[config.mk]
export PLATFORM = sky130hd
export DESIGN_NAME = gpio_debounce
export DESIGN_NICKNAME = d
export VERILOG_FILES = /design/src/rtl/gpio_debounce_pkg.sv /design/src/rtl/gpio_debounce_cell.sv /design/src/rtl/gpio_debounce.sv
export SDC_FILE = /design/constraint.sdc
export NUM_CORES = 2
export LEC_CHECK = 0
export ABC_CLOCK_PERIOD_IN_PS = 8600
export BUFFER_PORTS_ARGS = -buffer_cell sky130_fd_sc_hd__buf_2
export CORE_ASPECT_RATIO = 1.75
export CORE_UTILIZATION = 45
export DETAILED_ROUTE_END_ITERATION = 10
export PLACE_DENSITY = 0.62
export SETUP_SLACK_MARGIN = 0.3
export SLEW_MARGIN = 20
export SYNTH_ARGS = -nofsm -noshare
export SYNTH_HDL_FRONTEND = slang
export SYNTH_HIERARCHICAL = 1
export SYNTH_SLANG_ARGS = --single-unit
[constraint.sdc]
create_clock -name clk_i -period 8.6 [get_ports clk_i]
set_input_delay 1.72 -clock clk_i [delete_from_list [all_inputs] [get_ports clk_i]]
set_output_delay 1.72 -clock clk_i [all_outputs]
set_load 0.01 [all_outputs]
[src/rtl/gpio_debounce_pkg.sv]
// Shared constants and types for the gpio_debounce input-conditioning block.
// Edge-event outputs are enabled by defining GPIO_DEBOUNCE_EDGE_EVT_EN.
package gpio_debounce_pkg;

    localparam int DefaultCntWidth   = 8;
    localparam int DefaultPrescWidth = 16;

    // Per-pin debounce counter at the default width.
    typedef logic [DefaultCntWidth-1:0] cnt_t;

endpackage

[src/rtl/gpio_debounce_cell.sv]
// One pin: synchronizer chain, debounce counter, filtered level and edge events.
// Edge registers exist only when GPIO_DEBOUNCE_EDGE_EVT_EN is defined.
module gpio_debounce_cell
    import gpio_debounce_pkg::*;
#(
    parameter int SyncStages = 2,
    parameter int CntWidth   = DefaultCntWidth
) (
    input  logic                clk_i,
    input  logic                rst_ni,
    input  logic                tick_i,
    input  logic [CntWidth-1:0] threshold_i,
    input  logic                bypass_i,
    input  logic                raw_i,
    output logic                filt_o,
    output logic                rise_o,
    output logic                fall_o
);

    logic [SyncStages-1:0] sync_q;
    logic                  sync;
    logic                  filt_q, filt_d;
    logic [CntWidth-1:0]   cnt_q, cnt_d;

    always_ff @(posedge clk_i) begin
        if (!rst_ni) begin
            sync_q <= '0;
        end else begin
            sync_q <= {sync_q[SyncStages-2:0], raw_i};
        end
    end

    assign sync = sync_q[SyncStages-1];

    // A sync level equal to filt clears the count, so any bounce restarts qualification.
    always_comb begin
        filt_d = filt_q;
        cnt_d  = cnt_q;
        if (bypass_i) begin
            filt_d = sync;
            cnt_d  = '0;
        end else if (sync == filt_q) begin
            cnt_d = '0;
        end else if (tick_i) begin
            if (cnt_q >= threshold_i) begin
                filt_d = sync;
                cnt_d  = '0;
            end else begin
                cnt_d = cnt_q + CntWidth'(1);
            end
        end
    end

    always_ff @(posedge clk_i) begin
        if (!rst_ni) begin
            filt_q <= 1'b0;
            cnt_q  <= '0;
        end else begin
            filt_q <= filt_d;
            cnt_q  <= cnt_d;
        end
    end

    assign filt_o = filt_q;

`ifdef GPIO_DEBOUNCE_EDGE_EVT_EN
    logic rise_q, fall_q;

    always_ff @(posedge clk_i) begin
        if (!rst_ni) begin
            rise_q <= 1'b0;
            fall_q <= 1'b0;
        end else begin
            rise_q <= filt_d & ~filt_q;
            fall_q <= ~filt_d & filt_q;
        end
    end

    assign rise_o = rise_q;
    assign fall_o = fall_q;
`else
    assign rise_o = 1'b0;
    assign fall_o = 1'b0;
`endif

endmodule

[src/rtl/gpio_debounce.sv]
// GPIO input conditioning: per-pin synchronize + debounce with a shared prescaler.
// Optional rise/fall pulses when GPIO_DEBOUNCE_EDGE_EVT_EN is defined; otherwise tied to 0.
module gpio_debounce
    import gpio_debounce_pkg::*;
#(
    parameter int NrGPIOs    = 64,
    parameter int SyncStages = 2,
    parameter int CntWidth   = DefaultCntWidth,
    parameter int PrescWidth = DefaultPrescWidth
) (
    input  logic                  clk_i,
    input  logic                  rst_ni,
    input  logic [PrescWidth-1:0] prescale_i,
    input  logic [CntWidth-1:0]   threshold_i,
    input  logic [NrGPIOs-1:0]    bypass_i,
    input  logic [NrGPIOs-1:0]    gpio_raw_i,
    output logic [NrGPIOs-1:0]    gpio_filt_o,
    output logic [NrGPIOs-1:0]    gpio_rise_o,
    output logic [NrGPIOs-1:0]    gpio_fall_o
);

    logic [PrescWidth-1:0] pcnt_q, pcnt_d;
    logic                  tick;

    // >= rather than == so lowering prescale_i mid-count cannot strand the counter.
    assign tick = (pcnt_q >= prescale_i);

    always_comb begin
        pcnt_d = pcnt_q + PrescWidth'(1);
        if (tick) begin
            pcnt_d = '0;
        end
    end

    always_ff @(posedge clk_i) begin
        if (!rst_ni) begin
            pcnt_q <= '0;
        end else begin
            pcnt_q <= pcnt_d;
        end
    end

    for (genvar i = 0; i < NrGPIOs; i++) begin : g_pin
        gpio_debounce_cell #(
            .SyncStages (SyncStages),
            .CntWidth   (CntWidth)
        ) u_cell (
            .clk_i       (clk_i),
            .rst_ni      (rst_ni),
            .tick_i      (tick),
            .threshold_i (threshold_i),
            .bypass_i    (bypass_i[i]),
            .raw_i       (gpio_raw_i[i]),
            .filt_o      (gpio_filt_o[i]),
            .rise_o      (gpio_rise_o[i]),
            .fall_o      (gpio_fall_o[i])
        );
    end

endmodule

=== Yosys cells after proc, flatten, opt, wreduce, memory -nomap -nowiden ===
Index checks and enable logic that the tools add are counted.

* Register bits after elaboration: 720
* Bits of input ports: 154
* Output and inout port bits: 192
* Logic and storage cells: 1029

* Add/subtract/negate cells: 65
* $lt $le $gt $ge: 65
* Eq/ne operators: 128
* Muxes and demuxes: 320
* Bitwise gates (word level): 1
* Reductions and logical operators: 257

{| class="wikitable"
|+ Operators with widths
! operator !! count
|-
| $add A8 B1 Y8 const B || 64
|-
| $ge A8 B8 Y1 || 64
|-
| $mux W8 || 64
|-
| $mux W1 || 256
|-
| $reduce_bool A2 Y1 || 128
|-
| $reduce_and A3 Y1 || 64
|-
| $reduce_or A3 Y1 || 64
|-
| $ne A2 B2 Y1 const B || 64
|-
| $eq A1 B1 Y1 || 64
|-
| $add A16 B1 Y16 const B || 1
|-
| $ge A16 B16 Y1 || 1
|-
| $reduce_or A2 Y1 || 1
|-
| $not A1 Y1 || 1
|}

=== Logic depth before layout (Yosys ltp) ===
* Depth in word-level cells: 5
* Gate-level depth with buffers: 11

=== By module ===
Netlist, hierarchy kept.

{| class="wikitable"
|+ Modules (own cells, without submodules)
! module !! instances !! cells each !! area each (sq um) !! seq. area each (sq um)
|-
| gpio_debounce_cell || 64 || 79 || 666.9 || 220.2
|-
| gpio_debounce || 1 || 127 || 1066.0 || 320.3
|}

=== Worst setup path after synthesis ===
No wires, ideal clock.

* Path kind: input to register
* From: input prescale_i[0]
* To: register g_pin[0].u_cell.cnt_q[0]
* Data arrival time: 6872 ps
* Required time: 8535 ps
* Slack: 1663 ps
* Stages on the path: 10
* Path buffers: 1
* Path through: ha_1 -> nand2b_4 -> a2111o_1 -> a31oi_1 -> nand4_1 -> buf_6 -> o211ai_1 -> nor2_1 -> a2111o_1 -> nor2_1

* Cells in the longest elaborated chain, start to end: 1

{| class="wikitable"
|+ RTL lines
! element !! line !! text
|-
| start, declared || gpio_debounce.sv:13 || <nowiki>input logic [PrescWidth-1:0] prescale_i,</nowiki>
|-
| $ge A16 B16 Y1 || gpio_debounce.sv:26 || <nowiki>assign tick = (pcnt_q >= prescale_i);</nowiki>
|-
| named net tick || gpio_debounce.sv:23 || <nowiki>logic tick;</nowiki>
|-
| end signal, assigned || gpio_debounce_cell.sv:60 || <nowiki>cnt_q <= cnt_d;</nowiki>
|-
| end, declared || gpio_debounce_cell.sv:23 || <nowiki>logic [CntWidth-1:0] cnt_q, cnt_d;</nowiki>
|}

The timed path passes the listed nets, and every way through them passes these cells.
A chain may end at the register's enable or synchronous reset.

=== Final worst setup path ===
* From: input prescale_i[0]
* To: register g_pin[47].u_cell.cnt_q[6]

* Cells in the longest elaborated chain, start to end: 1

{| class="wikitable"
|+ RTL lines
! element !! line
|-
| $ge A16 B16 Y1 || gpio_debounce.sv:26
|-
| named net tick || gpio_debounce.sv:23
|-
| end signal, assigned || gpio_debounce_cell.sv:60
|-
| end, declared || gpio_debounce_cell.sv:23
|}

The timed path passes the listed nets, and every way through them passes these cells.

==> flow_metrics.tcl <==
set metrics [dict create \
    min_period_ps 4903 \
    cts-buffers-inserted 76 \
    cts_sinks 720 \
    vias 33962 \
    most-common-layout-cells "726 x nor2_1, 720 x dfxtp_1, 595 x inv_1, 593 x ha_1, 450 x nand2_1" \
    fillers 9295 \
    synth_xor_area_share_pct 10.53 \
    cp-start-kind "input port" \
    syn2layout_area_growth_pct 9.084 \
    drive_gt1_share_pct 6.509 \
    synth_top_family_by_area "simple AND/OR/NAND/NOR gates" \
    hold_viol_final 0 \
    yosysTopAreaCellShare_pct 32.95 \
    drt-vias-per-instance 5.051 \
    drt_wl_total_um 98240 \
    synth-seq-area-share_pct 32.95 \
    cts_root_buffer "clkbuf_16" \
    grt_max_degree 145 \
    cts_max_path_buffers 3 \
    post_cts_buffers 0 \
    ys_warn_count 6 \
    mostFrequentLayoutCell "nor2_1" \
    status "complete, no violations" \
    dr.pass1.iters 7 \
    die_y_um 414.5 \
    design.core.area_um2 96540 \
    timing.hold.ws_ps 430.3 \
    synth_area_leader_cell "dfxtp_1" \
    io_buffers 217 \
    cpMaxStageDelayCell "nand4_1" \
    post_cts_resized 0 \
    ioPinCount 346 \
    yosys.area_share.simple_pct 19.60 \
    slew_headroom_pct 35.91 \
    dieArea_um2 98520 \
    min-delay-path-class "reg2reg" \
    hpwl_um 66260 \
    grt.overflow.total 0 \
    synthTopCellsByArea "dfxtp_1 33%, ha_1 17%, nor2_1 6.2%, xor2_1 5.3%, xnor2_1 5.2%" \
    cts_tree "built" \
    maxSlewViolCount 0 \
    finalSetupTns_ps 0 \
    vdd_drop_max_mv 0.1366 \
    fin_skew_ps 20.25 \
    clkLatencyLatePin_ps 660 \
    track_usage_pct 20.13 \
    seq_area_um2 14410 \
    p_leak_nw 19.84 \
    antenna_found_initial 9 \
    finalPower_w 0.007229 \
    row_count 151 \
    htree_levels 3 \
    arrival_ps 5490 \
    tightest_slew_ps 958.5 \
    endpoint_kind "flop" \
    mappedNetlistArea_um2 43750 \
    placed_cells 6587 \
    path_clk_slew_ps 60 \
    ant_nets 0 \
    hold_buffers 0 \
    p_per_area_nw_per_um2 151.5 \
    synth.avg_cell_area_um2 8.440 \
    max_freq_mhz 203.9 \
    drtIter0Drc 1198 \
    synthMuxAreaShare_pct 2.929 \
    synth-compound-area-share_pct 7.499 \
    wl_per_cell_um 14.61 \
    grt_pass1_wl_um 162800 \
    finalCritPeriodShare_pct 57.02 \
    gp_congestion 0.7955 \
    crit_type "in2reg" \
    grt_pass1_vias 32946 \
    cp.required_ps 9190 \
    pre_cts_ws_ps 3186 \
    multi_input_area_um2 25640 \
    synth_fa_ha_area_share_pct 16.96 \
    maxCapViolations 0 \
    nets 6112 \
    ys_ff_latch 720 \
    cpPeakStageDelay_ps 790 \
    setup_viol 0 \
    final_cells 6724 \
    path_cells "buf_2 > ha_1 > nand2b_4 > a2111o_1 > a31oi_1 > nand4_1 > buf_12 > o211ai_1 > nor2_1 > a2111o_1 > nor2_1" \
    path_max_fanout 135 \
    rsz0062_at_grt "false" \
    die_width_um 237.7 \
    drc 0 \
    synth.distinct_cells 33 \
    synthCells 5183 \
    fin_ws_ps 3697 \
    start_util_pct 45.31 \
]
-- critical path, delay by kind of cell --
kind / cells / cell delay, ps
AOI/OAI and AO/OA: 4 / 1460
buffers and inverters: 2 / 630
adders and majority gates: 1 / 270
and+or+nand+nor: 4 / 1140
-- sequential cells by signal, indices dropped and copies added, names as in the netlist --
name                 flops
g_pin.u_cell/cnt_q     512
g_pin.u_cell/filt_o     64
g_pin.u_cell/sync_q    128
pcnt_q                  16
-- worst paths after layout --
kind,to,slack (ps),depth (start not counted),start
max,g_pin[47].u_cell/cnt_q[6],3700,11,prescale_i[0]
min,g_pin[46].u_cell/sync_q[1],430,1,g_pin[46].u_cell/sync_q[0]
max reg2reg,g_pin[47].u_cell/cnt_q[6],4410,11,pcnt_q[0]
min reg2reg,g_pin[46].u_cell/sync_q[1],430,1,g_pin[46].u_cell/sync_q[0]
-- metrics by stage --
stage / instance area [µm²] / utilization [%]
2_1_floorplan: 43990 / -
3_3_place_gp: 45240 / 46.86
3_5_place_dp: 45240 / 46.86
4_1_cts: 47720 / 49.43
5_1_grt: 47720 / 49.43
6_report: 47720 / 49.43
-- per-layer routing --
metal	track usage [%]	vias to the layer above	part of all wire (%)	wire length (µm)
li1	-	17453	-	-
met3	3.301	173	4.0	3903
met5	0	-	0.057	56
met4	7.764	10	3.2	3136
met2	37.95	563	51	50240
met1	22.07	15763	42	40900
-- power breakdown --
group	switching, W	internal, W
registers	0.0000207	0.00337
logic	0.000312	0.000171
clock network	0.00144	0.00191
total	0.00177	0.00546
-- Yosys cell counts, drive strengths merged --
cell type	number
o21ai	67
and3	4
a21o	1
a211oi	129
a21boi	1
a2111o	65
xnor2	262
nor3b	1
nand2	450
xor2	264
nor3	66
and2	128
nor2	726
nand2b	1
buf	193
o211ai	64
ha	593
a221o	1
inv	595
conb	64
dfxtp	720
mux2i	128
clkbuf	1
o21bai	1
nand3	265
a31oi	65
nand4	198
nor2b	65
a21oi	65
-- cells by family after synthesis --
| family | Yosys count |
|---|---|
| buffers and inverters | 789 |
| other | 64 |
| xor gates and xnor gates | 526 |
| AOI/OAI and AO/OA | 459 |
| DFF | 720 |
| and+or+nand+nor | 1904 |
| muxes | 128 |
| adders and majority gates | 593 |
-- cell type report --
class | count | area share, %
Clock buffer | 114 | 4.733
Inverter | 595 | 4.680
Timing Repair Buffer | 234 | 2.763
Antenna cell | 1 | 0.005244
Multi-Input combinational cell | 3738 | 53.74
Clock inverter | 22 | 0.4693
Tap cell | 1300 | 3.408
Sequential cell | 720 | 30.20
No activity file was read; power rests on OpenSTA's default activity.
